## config.mk

```make
export PLATFORM = sky130hd
export DESIGN_NAME = unified_mem_arbiter
export DESIGN_NICKNAME = d
export VERILOG_FILES = /design/src/rtl/unified_mem_arbiter.sv
export SDC_FILE = /design/constraint.sdc
export NUM_CORES = 1
export LEC_CHECK = 0
export BUFFER_PORTS_ARGS = -buffer_cell sky130_fd_sc_hd__clkbuf_2
export CAP_MARGIN = 20
export CORE_ASPECT_RATIO = 0.9
export CORE_MARGIN = 2
export CORE_UTILIZATION = 42
export DETAILED_ROUTE_END_ITERATION = 7
export PLACE_DENSITY_LB_ADDON = 0.15
export SETUP_SLACK_MARGIN = 0.2
export SLEW_MARGIN = 0
export SYNTH_ARGS = -nofsm -noshare
export SYNTH_HDL_FRONTEND = slang
export SYNTH_SLANG_ARGS = --single-unit
```

## constraint.sdc

```tcl
create_clock -name clk -period 1.8 [get_ports clk]
set_input_delay 0.36 -clock clk [delete_from_list [all_inputs] [get_ports clk]]
set_output_delay 0.36 -clock clk [all_outputs]
set_load 0.005 [all_outputs]
```

## src/rtl/unified_mem_arbiter.sv

```systemverilog
// Shares one single-port unified memory between the fetch port and the data port.
// Data-first arbitration with a fetch anti-starvation limit; IDLE -> ACCESS -> RESP sequencing.
module unified_mem_arbiter #(
  parameter int WAIT_STATES    = 1,
  parameter int MAX_DATA_BURST = 4
) (
  input  logic        clk,
  input  logic        reset,
  input  logic        if_req,
  input  logic [31:0] if_addr,
  output logic [31:0] if_rdata,
  output logic        if_ready,
  input  logic        dm_req,
  input  logic        dm_we,
  input  logic [31:0] dm_addr,
  input  logic [31:0] dm_wdata,
  output logic [31:0] dm_rdata,
  output logic        dm_ready,
  output logic        mem_en,
  output logic        mem_we,
  output logic [31:0] mem_addr,
  output logic [31:0] mem_wdata,
  input  logic [31:0] mem_rdata,
  output logic        owner,
  output logic        busy,
  output logic [1:0]  dbg_state
);

  localparam int SW = $clog2(MAX_DATA_BURST + 1);
  localparam int CW = (WAIT_STATES > 0) ? $clog2(WAIT_STATES + 1) : 1;

  typedef enum logic [1:0] {
    S_IDLE   = 2'd0,
    S_ACCESS = 2'd1,
    S_RESP   = 2'd2
  } state_t;

  state_t          r_state;
  logic [SW-1:0]   r_streak;
  logic [CW-1:0]   r_wait;
  logic            r_owner;
  logic            r_en;
  logic            r_we;
  logic [31:0]     r_addr;
  logic [31:0]     r_wdata;
  logic [31:0]     r_if_rdata;
  logic [31:0]     r_dm_rdata;
  logic            r_if_ready;
  logic            r_dm_ready;
  logic            r_busy;

  logic            w_any_req;
  logic            w_grant_data;

  // Handshake: a requester raises req and holds it (with stable address/data) until its
  // ready pulse; ready is high for exactly one cycle, in the RESP state of its access.
  assign w_any_req    = if_req | dm_req;
  assign w_grant_data = dm_req & ~(if_req & (r_streak == SW'(MAX_DATA_BURST)));

  always_ff @(posedge clk or negedge reset) begin
    if (!reset) begin
      r_state    <= S_IDLE;
      r_streak   <= '0;
      r_wait     <= '0;
      r_owner    <= 1'b0;
      r_en       <= 1'b0;
      r_we       <= 1'b0;
      r_addr     <= '0;
      r_wdata    <= '0;
      r_if_rdata <= '0;
      r_dm_rdata <= '0;
      r_if_ready <= 1'b0;
      r_dm_ready <= 1'b0;
      r_busy     <= 1'b0;
    end else begin
      case (r_state)
        S_IDLE: begin
          if (w_any_req) begin
            r_state <= S_ACCESS;
            r_busy  <= 1'b1;
            r_en    <= 1'b1;
            r_owner <= w_grant_data;
            r_we    <= w_grant_data & dm_we;
            r_addr  <= w_grant_data ? dm_addr : if_addr;
            r_wdata <= w_grant_data ? dm_wdata : '0;
            r_wait  <= CW'(WAIT_STATES);
            // Streak only grows while a fetch is actually being held off.
            if (w_grant_data && if_req) begin
              if (r_streak != SW'(MAX_DATA_BURST)) r_streak <= r_streak + 1'b1;
            end else begin
              r_streak <= '0;
            end
          end
        end
        S_ACCESS: begin
          if (r_wait == '0) begin
            if (!r_we) begin
              if (r_owner) r_dm_rdata <= mem_rdata;
              else         r_if_rdata <= mem_rdata;
            end
            r_en       <= 1'b0;
            r_we       <= 1'b0;
            r_addr     <= '0;
            r_wdata    <= '0;
            r_if_ready <= ~r_owner;
            r_dm_ready <= r_owner;
            r_state    <= S_RESP;
          end else begin
            r_wait <= r_wait - 1'b1;
          end
        end
        S_RESP: begin
          r_if_ready <= 1'b0;
          r_dm_ready <= 1'b0;
          r_busy     <= 1'b0;
          r_state    <= S_IDLE;
        end
        default: r_state <= S_IDLE;
      endcase
    end
  end

  assign if_rdata  = r_if_rdata;
  assign if_ready  = r_if_ready;
  assign dm_rdata  = r_dm_rdata;
  assign dm_ready  = r_dm_ready;
  assign mem_en    = r_en;
  assign mem_we    = r_we;
  assign mem_addr  = r_addr;
  assign mem_wdata = r_wdata;
  assign owner     = r_owner;
  assign busy      = r_busy;
  assign dbg_state = r_state;

endmodule
```

==> metrics.md, run 1 <==
| Metric | Value |
|---|---|
| Row cnt | 40 |
| Worst Hold Class | in2reg |
| Tmin final | between 1500 and 2000 ps |
| Max Cap Violations | 0 |
| Post-Layout Cell Count | 907 |
| H-tree depth | 4 |
| Crit-path leading delay family | simple AND/OR/NAND/NOR gates |
| WP data required | 2100 ps |
| Worst-skew pair later-pin latency | 420 ps |
| Clock Skews | 6.69 ps |
| Setup TNS | 0 ps |
| Syn Area/Cell | 13.1 sq um |
| Yosys cell types | 34 |
| CP Depth | 4 |
| Synth Area in XOR/XNOR | 0% |
| Worst slack at placement | -36.9 ps |
| Tcrit/Tclk final | roughly 91% |
| Reg2reg end | dm_rdata[5] |
| Area of the mapped netlist | 0.00587 sq mm |
| CTS buffer count | 17 |
| Sequential share of the synthesized area | 59.7% |
| Detailed placer's ending HPWL | 10900 um |
| Post-Synth Simple-Gate Area | 8.40% |
| CTS tree | built |
| Most frequent cells in the layout | clkbuf_2 (267), dfrtp_1 (140), inv_1 (36), a22o_1 (35), mux2_2 (33) |
| Outcome | finished, final reports clean |
| Total track usage | a little over a fifth |
| Yosys reg bits | 140 |
| Worst-path cell chain | nand2b_4 > or4b_4 > buf_12 > mux2_4 |
| Critical Path Sink Type | flip-flop |
| Largest family of logic cells by synthesized area | multiplexers |
| Commonest non-fill, non-tap cell in the layout | clkbuf_2 |
| GPL Wtd Cong | 0.763 |
| Post-synthesis mux area share | ~14% |
| Least-Margin Pin Slew | 678 ps |
| Reg2reg path depth | 4 |
| Die area | between 0.01 and 0.015 sq mm |
| WL/cell | 17.8 um |
| Final design utilization | 61.9% |
| Fmax | 0.608 GHz |
| Layout cells sized above 1 | 54.9% |
| Count of yosys warnings during synthesis | 0 |
| Core Box Area | 0.0135 sq mm |
| Worst setup margin | roughly 150 ps |
| ANT nets after route | 0 |
| Design area | 0.00836 sq mm |
| Critical path buffers and inverters | 1 |
| Startpoint Class | flip-flop |
| Grt ovf | 0 |
| Number of diodes | 0 |
| Crit-path max cell delay | 510 ps |
| Fin. max-slew vios | 0 |
| FILL cells | 1110 |
| Chip height | 116 um |
| Chip width | ~130 um |
| DRT iter0 DRCs | 203 |
| Syn_nets | 584 |
| DR DRC count | 0 |
| Worst setup startpoint | dbg_state[1] |
| Maximum vdd drop | 0.890 mV |
| Slowest CP cell | or4b_4 |
| Setup Viol. Count Final | 0 |
| Global-route wire length before repair | 24200 um |
| Clock-pin slew on the worst setup and hold paths | 60 ps |
| Relative slew slack | 54.8% |
| WP data arrival | 1940 ps |
| Synthesized instance count | 449 |
| Register area | 0.00350 sq mm |
| Initial antenna violation count | 0 |
| Worst reg2reg startpoint | dbg_state[1] |
| CTS sink cnt | 140 |
| Largest fanout on the critical path | 21 |
| Port Buf Inserts | 268 |
| Compound-Gate Fraction of Synth Area | about 12% |
| Multi-input logic area | 0.00210 sq mm |
| Nets | 861 |
| Number of vias per cell | approximately 5.4 |
| Clock buffer depth | 2 |
| Placed Cells incl. Taps | 866 |
| Largest net degree at the start of global routing | 65 |
| Leak pwr | 4.28 nW |
| CP Capture Point | dm_rdata[5] |
| DRT Wirelength | 16200 um |
| Fin. Hold Viols | 0 |
| Post-DP Area | 0.00752 sq mm |
| Vias in the first global route | 4999 |
| R2r setup slk | about 150 ps |
| Layout Area Growth over Synthesis | 42.4% |
| Power per cell area | 1920 mW/mm^2 |
| CTS root buf | clkbuf_16 |
| RSZ-0062 raised after global routing | yes |
| First-pass DRT Iterations | 4 |
| Via count | 4896 |
| Synth Area in Adders | 0.426% |
| IO Count | roughly 270 |
| Starting Density | 43.4% |
| CP Class | reg2reg |
[worst min-delay path by stage]
stage            startpoint  slack (ps)  depth (start not counted)       endpoint
2_1_floorplan         reset          60                          0           busy
4_1_cts        dm_wdata[13]         140                          2  mem_wdata[13]
3_5_place_dp          reset         260                          1    mem_addr[6]
3_3_place_gp          reset         260                          1    mem_addr[6]
5_1_grt         dm_wdata[9]         140                          2   mem_wdata[9]
6_report       dm_wdata[13]         160                          2  mem_wdata[13]
[metal layers]
metal / GRT usage (%) / wire (um) / part of all wire, %
met3: 6.73 / 1160 / 7.2
met1: 26.2 / 6860 / 42
met4: 10.1 / 517 / 3.2
met2: 33.6 / 7650 / 47
met5: 0 / 0 / 0
[power by group]
| group | switching, W | internal (W) | leakage [nW] |
|---|---|---|---|
| logic | 0.00314 | 0.00376 | 2.29 |
| clock network | 0.00130 | 0.00225 | 0.275 |
| registers | 0.000918 | 0.00471 | 1.72 |
| total | 0.00536 | 0.0107 | 4.28 |
[cell type report]
type                    count  share of cell area [%]
inverters                  36                    1.62
clock buffers              22                    5.55
clock inverters            10                    1.68
repair buffers            300                    21.6
flip-flops and latches    140                    41.9
well taps                 168                    2.51
multi-input cells         231                    25.1
[sequential cells by signal (all words and copies together) (netlist names)]
| register | count |
|---|---|
| busy | 1 |
| dbg_state | 2 |
| dm_rdata | 32 |
| dm_ready | 1 |
| if_rdata | 32 |
| if_ready | 1 |
| mem_addr | 32 |
| mem_en | 1 |
| mem_wdata | 32 |
| mem_we | 1 |
| owner | 1 |
| r_streak | 3 |
| r_wait | 1 |
[logic make-up after synthesis]
kind of cell / count (synthesis)
simple gates: 85
compound gates: 80
mux: 64
buf+inv: 78
flops: 140
fa+ha+maj: 2
[what timing repair did]
action,in CTS,in global routing
hold buffers,1,0
gates resized for setup,3,13
cloned,0,6
pin swaps,0,1
setup endpoints to repair,65,122
hold endpoints to repair,28,0
buffers inserted,0,2
[stage by stage]
| step | hold slack (ps) | power [W] |
|---|---|---|
| 3_5_place_dp | 264 | 0.0119 |
| 5_1_grt | 135 | 0.0171 |
| 4_1_cts | 139 | 0.0156 |
| 2_1_floorplan | 64.4 | 0.00904 |
| 3_3_place_gp | 261 | 0.0117 |
| 6_report | 157 | 0.0161 |
[synthesized netlist by cell type]
| cell type | instances | area, sq um |
|---|---|---|
| buf_2 | 4 | 20.0 |
| a211o_1 | 2 | 17.5 |
| o31ai_1 | 1 | 7.51 |
| a22o_1 | 35 | 307 |
| nor4_2 | 1 | 12.5 |
| buf_1 | 6 | 22.5 |
| a211oi_1 | 1 | 7.51 |
| dfrtp_1 | 140 | 3500 |
| nand4_1 | 32 | 200 |
| and4_1 | 1 | 8.76 |
| inv_1 | 36 | 135 |
| nand3_1 | 33 | 165 |
| nor2_1 | 3 | 11.3 |
| a21o_1 | 1 | 7.51 |
| mux2_1 | 1 | 11.3 |
| o21ai_0 | 3 | 15.0 |
| clkbuf_1 | 27 | 101 |
| o221ai_1 | 32 | 280 |
| a21oi_1 | 2 | 10.0 |
| nand2b_4 | 1 | 13.8 |
| nand2_1 | 7 | 26.3 |
| mux2_2 | 33 | 372 |
| and2_1 | 1 | 6.26 |
| ha_1 | 2 | 25.0 |
| nor4b_1 | 1 | 8.76 |
| or2_2 | 1 | 6.26 |
| buf_6 | 5 | 56.3 |
| mux2_4 | 30 | 450 |
| or4b_4 | 1 | 13.8 |
| and3b_1 | 1 | 8.76 |
| a32o_1 | 2 | 20.0 |
| and3_1 | 1 | 6.26 |
| a31o_2 | 1 | 8.76 |
| nor3_1 | 1 | 5.00 |
No activity file was read; power rests on OpenSTA's default activity.
==> run 2, diff against run 1 <==
--- a/config.mk
+++ b/config.mk
@@ -7,9 +7,11 @@
 export LEC_CHECK = 0
 export BUFFER_PORTS_ARGS = -buffer_cell sky130_fd_sc_hd__clkbuf_2
 export CAP_MARGIN = 20
+export CELL_PAD_IN_SITES_DETAIL_PLACEMENT = 0
+export CELL_PAD_IN_SITES_GLOBAL_PLACEMENT = 1
 export CORE_ASPECT_RATIO = 0.9
 export CORE_MARGIN = 2
-export CORE_UTILIZATION = 42
+export CORE_UTILIZATION = 32
 export DETAILED_ROUTE_END_ITERATION = 7
 export PLACE_DENSITY_LB_ADDON = 0.15
 export SETUP_SLACK_MARGIN = 0.2
==> run 2 against run 1 <==
Against the previous run:
- clock power decreased by 3%
- design area increased by 3.5%
- final cell count increased by 8.9%
- largest cell class unchanged
- total power increased by 1.5%
- first-iteration DRC count up 15%
==> metrics.md, run 2 (synthesis results as in run 1) <==
| Metric | Value |
|---|---|
| Maximum vdd drop | about 0.72 mV |
| Hold path startpoint | dm_wdata[5] |
| Power per cell area | between 1500 and 2000 mW/mm^2 |
| Leak pwr | about 4.4 nW |
| IO Count | 269 |
| Tcrit/Tclk final | 94.2% |
| Relative slew slack | between 70 and 80% |
| Register area | 0.00350 sq mm |
| Commonest non-fill, non-tap cell in the layout | clkbuf_2 |
| CTS tree | built |
| Total track usage | 17.5% |
| Largest net degree at the start of global routing | 75 |
| Fin. max-slew vios | 0 |
| Number of diodes | 0 |
| Post-Layout Cell Count | roughly 1000 |
| First-pass DRT Iterations | 5 |
| Row cnt | 46 |
| Clock-pin slew on the worst setup and hold paths | 60 ps |
| Nets | 871 |
| Clock buffer depth | 2 |
| ANT nets after route | 0 |
| H-tree depth | 4 |
| DRT Wirelength | roughly 18000 um |
| Reg2reg end | dm_rdata[26] |
| Final design utilization | between 40% and 50% |
| Hold endpoint | mem_wdata[5] |
| Fmax | 0.590 GHz |
| Worst Hold Class | in2reg |
| Port Buf Inserts | 268 |
| WP data required | roughly 2100 ps |
| Placed Cells incl. Taps | 936 |
| Layout Area Growth over Synthesis | 47.4% |
| Number of vias per cell | 4.93 |
| CTS sink cnt | 140 |
| Reg2reg path depth | 4 |
| Max Cap Violations | 0 |
| Starting Density | 33.0% |
| Fin. Hold Viols | 0 |
| DRT iter0 DRCs | around 230 |
| Chip height | 132 um |
| Via count | 4868 |
| WL/cell | 18.0 um |
| WP data arrival | 1990 ps |
| CTS buffer count | 17 |
| Worst-skew pair later-pin latency | 420 ps |
| CTS root buf | clkbuf_16 |
| Least-Margin Pin Slew | 404 ps |
| Startpoint Class | flip-flop |
| Detailed placer's ending HPWL | between 10000 and 15000 um |
| Vias in the first global route | 5032 |
| Clock Skews | 8.83 ps |
| Outcome | finished, final reports clean |
| Layout cells sized above 1 | 57.4% |
| Largest fanout on the critical path | 32 |
| FILL cells | 1636 |
| CP Class | reg2reg |
| Most frequent cells in the layout | clkbuf_2 (267), dfrtp_1 (140), a22o_1 (35), inv_1 (34), mux2_2 (33) |
| RSZ-0062 raised after global routing | yes |
| R2r setup slk | 110 ps |
| Tmin final | 1690 ps |
| DR DRC count | 0 |
| Worst reg2reg startpoint | dbg_state[1] |
| Die area | between 0.015 and 0.02 sq mm |
| Chip width | 147 um |
| Critical Path Sink Type | flip-flop |
| Grt ovf | 0 |
| Core Box Area | approximately 0.018 sq mm |
| Multi-input logic area | 0.00217 sq mm |
| Global-route wire length before repair | about 27000 um |
| Initial antenna violation count | 0 |
| Setup Viol. Count Final | 0 |
| GPL Wtd Cong | 0.732 |
| Hold path cells | 2 |
[run 2: changes by cell type in the layout (fill, tap and decap cells not counted), sizes merged]
cell	change
clkinvlp	-1
clkbuf	-3
bufinv	-1
buf	+8
inv	+2
clkinv	+3
bufbuf	+1
[run 2: worst max-delay path, stage by stage, from the launching register on]
cell,delay (ps)
dfrtp_1,380
nand2b_4,140
or4b_4,490
buf_12,210
mux2_4,330
[run 2: routing by layer]
layer,routed length [um],vias to the layer above,global-route usage (%)
met2,8380,208,27.6
met5,0,-,0
li1,-,2245,-
met1,7850,2399,23.1
met3,1260,16,5.90
met4,259,0,4.96
[run 2: where the power goes]
group,switching [W],leakage [nW],internal [W]
logic,0.00327,2.38,0.00398
clock network,0.00137,0.271,0.00207
registers,0.000910,1.72,0.00471
[run 2: worst max-delay path by stage]
stage                       from      endpoint  slack [ps]  depth (start not counted)
floorplan           dbg_state[1]  dm_rdata[10]         -50                          6
global placement     r_streak[0]   mem_addr[5]         140                          7
detailed placement   r_streak[0]   mem_addr[8]          90                          7
CTS                 dbg_state[1]  dm_rdata[26]         110                          4
global route        dbg_state[1]  dm_rdata[25]          60                          4
finish              dbg_state[1]  dm_rdata[26]         110                          4
[run 2: cell type report]
type                    instances  share of cell area (%)
repair buffers                310                    22.6
clock inverters                13                    1.65
multi-input cells             231                    25.1
clock buffers                  18                    5.08
flip-flops and latches        140                    40.5
well taps                     240                    3.47
inverters                      36                    1.56
[run 2: repair_timing]
item	CTS	global route
setup buffers	2	9
gates resized for setup	14	22
hold buffers	1	0
hold endpoints to repair	23	0
pin swaps	0	4
endpoints found under the setup margin	111	102
gates cloned	2	7
[run 2: per-stage QoR]
step / hold WS [ps] / worst slack (ps) / TNS [ps] / area, sq um / total power, W
finish: 159 / 105 / 0 / 8650 / 0.0163
global route: 140 / 57.3 / 0 / 8650 / 0.0174
CTS: 139 / 112 / 0 / 8310 / 0.0157
detailed placement: 164 / 86.6 / 0 / 7610 / 0.0120
global placement: 164 / 138 / 0 / 7610 / 0.0118
floorplan: 64.4 / -46.9 / -1410 / 5900 / 0.00904
==> run 3, diff against run 2 <==
--- a/config.mk
+++ b/config.mk
@@ -13,8 +13,9 @@
 export CORE_MARGIN = 2
 export CORE_UTILIZATION = 32
 export DETAILED_ROUTE_END_ITERATION = 7
+export GPL_TIMING_DRIVEN = 0
 export PLACE_DENSITY_LB_ADDON = 0.15
-export SETUP_SLACK_MARGIN = 0.2
+export SETUP_SLACK_MARGIN = 0.3
 export SLEW_MARGIN = 0
 export SYNTH_ARGS = -nofsm -noshare
 export SYNTH_HDL_FRONTEND = slang
==> run 3 against run 2 <==
Against the previous run:
- the run now ends with setup timing left
- fmax is 9.6% lower
- critical path depth grew 2
- first-iteration DRC count fell by 9.0%
- worst setup slack got worse by 180 ps
==> metrics.md, run 3 (synthesis results as in run 1) <==
| Metric | Value |
|---|---|
| First-pass DRT Iterations | 4 |
| Initial antenna violation count | 0 |
| Max Cap Violations | 0 |
| Core Box Area | 0.0178 sq mm |
| Commonest non-fill, non-tap cell in the layout | clkbuf_2 |
| Total track usage | 18.5% |
| Largest fanout on the critical path | 10 |
| WP data required | approximately 2100 ps |
| Number of diodes | 0 |
| Detailed placer's ending HPWL | roughly 12000 um |
| Via count | 5098 |
| Relative slew slack | 65.1% |
| Vias in the first global route | 5294 |
| CTS tree | built |
| Startpoint Class | flip-flop |
| DRT Wirelength | 18200 um |
| Psw | 0.00613 W |
| Tmin final | 1870 ps |
| Violated checks | setup timing |
| ANT nets after route | 0 |
| CTS buffer count | 17 |
| GPL Wtd Cong | 0.757 |
| CTS sink cnt | 140 |
| Clock power frac | about a fifth |
| Row cnt | 46 |
| Nets | 918 |
| Most frequent cells in the layout | clkbuf_2 (275), dfrtp_1 (139), mux2_4 (63), a22o_1 (35), inv_1 (34) |
| H-tree depth | 4 |
| Global-route wire length before repair | ~29000 um |
| Clock-pin slew on the worst setup and hold paths | 60 ps |
| Global Route met3 Usage | 6.66% |
| Fmax | about 0.53 GHz |
| DR DRC count | 0 |
| IO Count | 269 |
| Most used routing layer in global routing | met2 |
| Fin. max-slew vios | 0 |
| DRT iter0 DRCs | about 210 |
| Number of vias per cell | 4.92 |
| Chip width | 147 um |
| CP Class | reg2reg |
| Outcome | complete, but fails checks |
| Share of total power in combinational logic | 49.8% |
| Grt ovf | 0 |
| Fin. Hold Viols | 0 |
| Layout cells sized above 1 | around 60% |
| Critical Path Sink Type | flip-flop |
| Clock Skews | about 7.5 ps |
| Tcrit/Tclk final | 104% |
| Final hold slack | 153 ps |
| CTS root buf | clkbuf_16 |
| Worst-skew pair later-pin latency | around 420 ps |
| Placed Cells incl. Taps | 958 |
| Worst setup margin | -74.1 ps |
| Die area | 0.0194 sq mm |
| Switching Share | 33.4% |
| Chip height | about 130 um |
| Layout Area Growth over Synthesis | 59.7% |
| Setup Viol. Count Final | 31 |
| Maximum vdd drop | 0.699 mV |
| Largest net degree at the start of global routing | 88 |
| Grt met2 use | between 20% and 30% |
| Sequential share of power | 30.6% |
| Leak pwr | 4.78 nW |
| WP data arrival | 2170 ps |
| RSZ-0062 raised after global routing | yes |
| Power per cell area | 1960 mW/mm^2 |
| Met1 Use GR | 23.4% |
| Clock buffer depth | 2 |
| Post-Layout Cell Count | 1036 |
| WL/cell | 17.5 um |
| Least-Margin Pin Slew | 524 ps |
| Starting Density | 33.0% |
| Worst Hold Class | in2reg |
| Int Power | between 0.01 and 0.015 W |
| Port Buf Inserts | 268 |
[run 3: routing by layer]
layer	vias to the layer above	part of all wire, %
met1	2535	42
met4	0	1.7
met3	20	8.2
met5	-	0
li1	2335	-
met2	208	48
[run 3: per-stage QoR]
| stage | TNS, ps | setup slack [ps] | cell area (sq um) | total power (W) | util (%) |
|---|---|---|---|---|---|
| floorplan | -1410 | -46.9 | 5930 | 0.00912 | - |
| global placement | -297730 | -2020 | 7570 | 0.0117 | 42.6 |
| detailed placement | -18290 | -310 | 7610 | 0.0119 | 42.8 |
| CTS | -1710 | -64.0 | 9100 | 0.0177 | 51.2 |
| global route | -4110 | -111 | 9370 | 0.0195 | 52.7 |
| finish | -2010 | -74.1 | 9370 | 0.0184 | 52.7 |
[run 3: final cells by class]
| type | count | area [sq um] |
|---|---|---|
| well taps | 240 | 300 |
| clock inverters | 14 | 170 |
| flip-flops and latches | 140 | 3500 |
| plain buffers | 42 | 487 |
| multi-input cells | 231 | 2370 |
| fillers | 1610 | 8410 |
| clock buffers | 18 | 429 |
| inverters | 36 | 135 |
| repair buffers | 315 | 1980 |
[run 3: worst max-delay path, cell delays in order (launching register included)]
cell and delay (ps):
dfrtp_1 400, buf_6 130, nand2b_4 140, or4b_4 490
buf_8 160, buf_12 150, mux2_4 300
[run 3: path summary, 6_finish.rpt]
kind	start	end	slack (ps)	cells after the start
min reg2reg	dm_rdata[29]	dm_rdata[29]	510	1
min in group asynchronous	reset	dm_rdata[3]	450	2
min	dm_wdata[22]	mem_wdata[22]	150	2
max in group asynchronous	reset	mem_wdata[9]	540	3
max	dbg_state[1]	dm_rdata[13]	-70	6
max reg2reg	dbg_state[1]	dm_rdata[13]	-70	6
[run 3: repair_timing]
action / in CTS / in global routing
pin swaps: 35 / 24
endpoints found under the hold margin: 53 / 0
buffers inserted: 28 / 8
endpoints found under the setup margin: 134 / 137
resized for setup: 140 / 28
hold buffers: 1 / 0
gates cloned: 5 / 4
[run 3: power by group through the flow]
stage | clock [W] | sequential [W] | combinational, W
final | 0.00360 | 0.00562 | 0.00914
after global routing | 0.00384 | 0.00582 | 0.00984
after CTS | 0.00368 | 0.00561 | 0.00836
after detailed placement | 0 | 0.00561 | 0.00630
after global placement | 0 | 0.00555 | 0.00619
after floorplan | 0 | 0.00565 | 0.00346
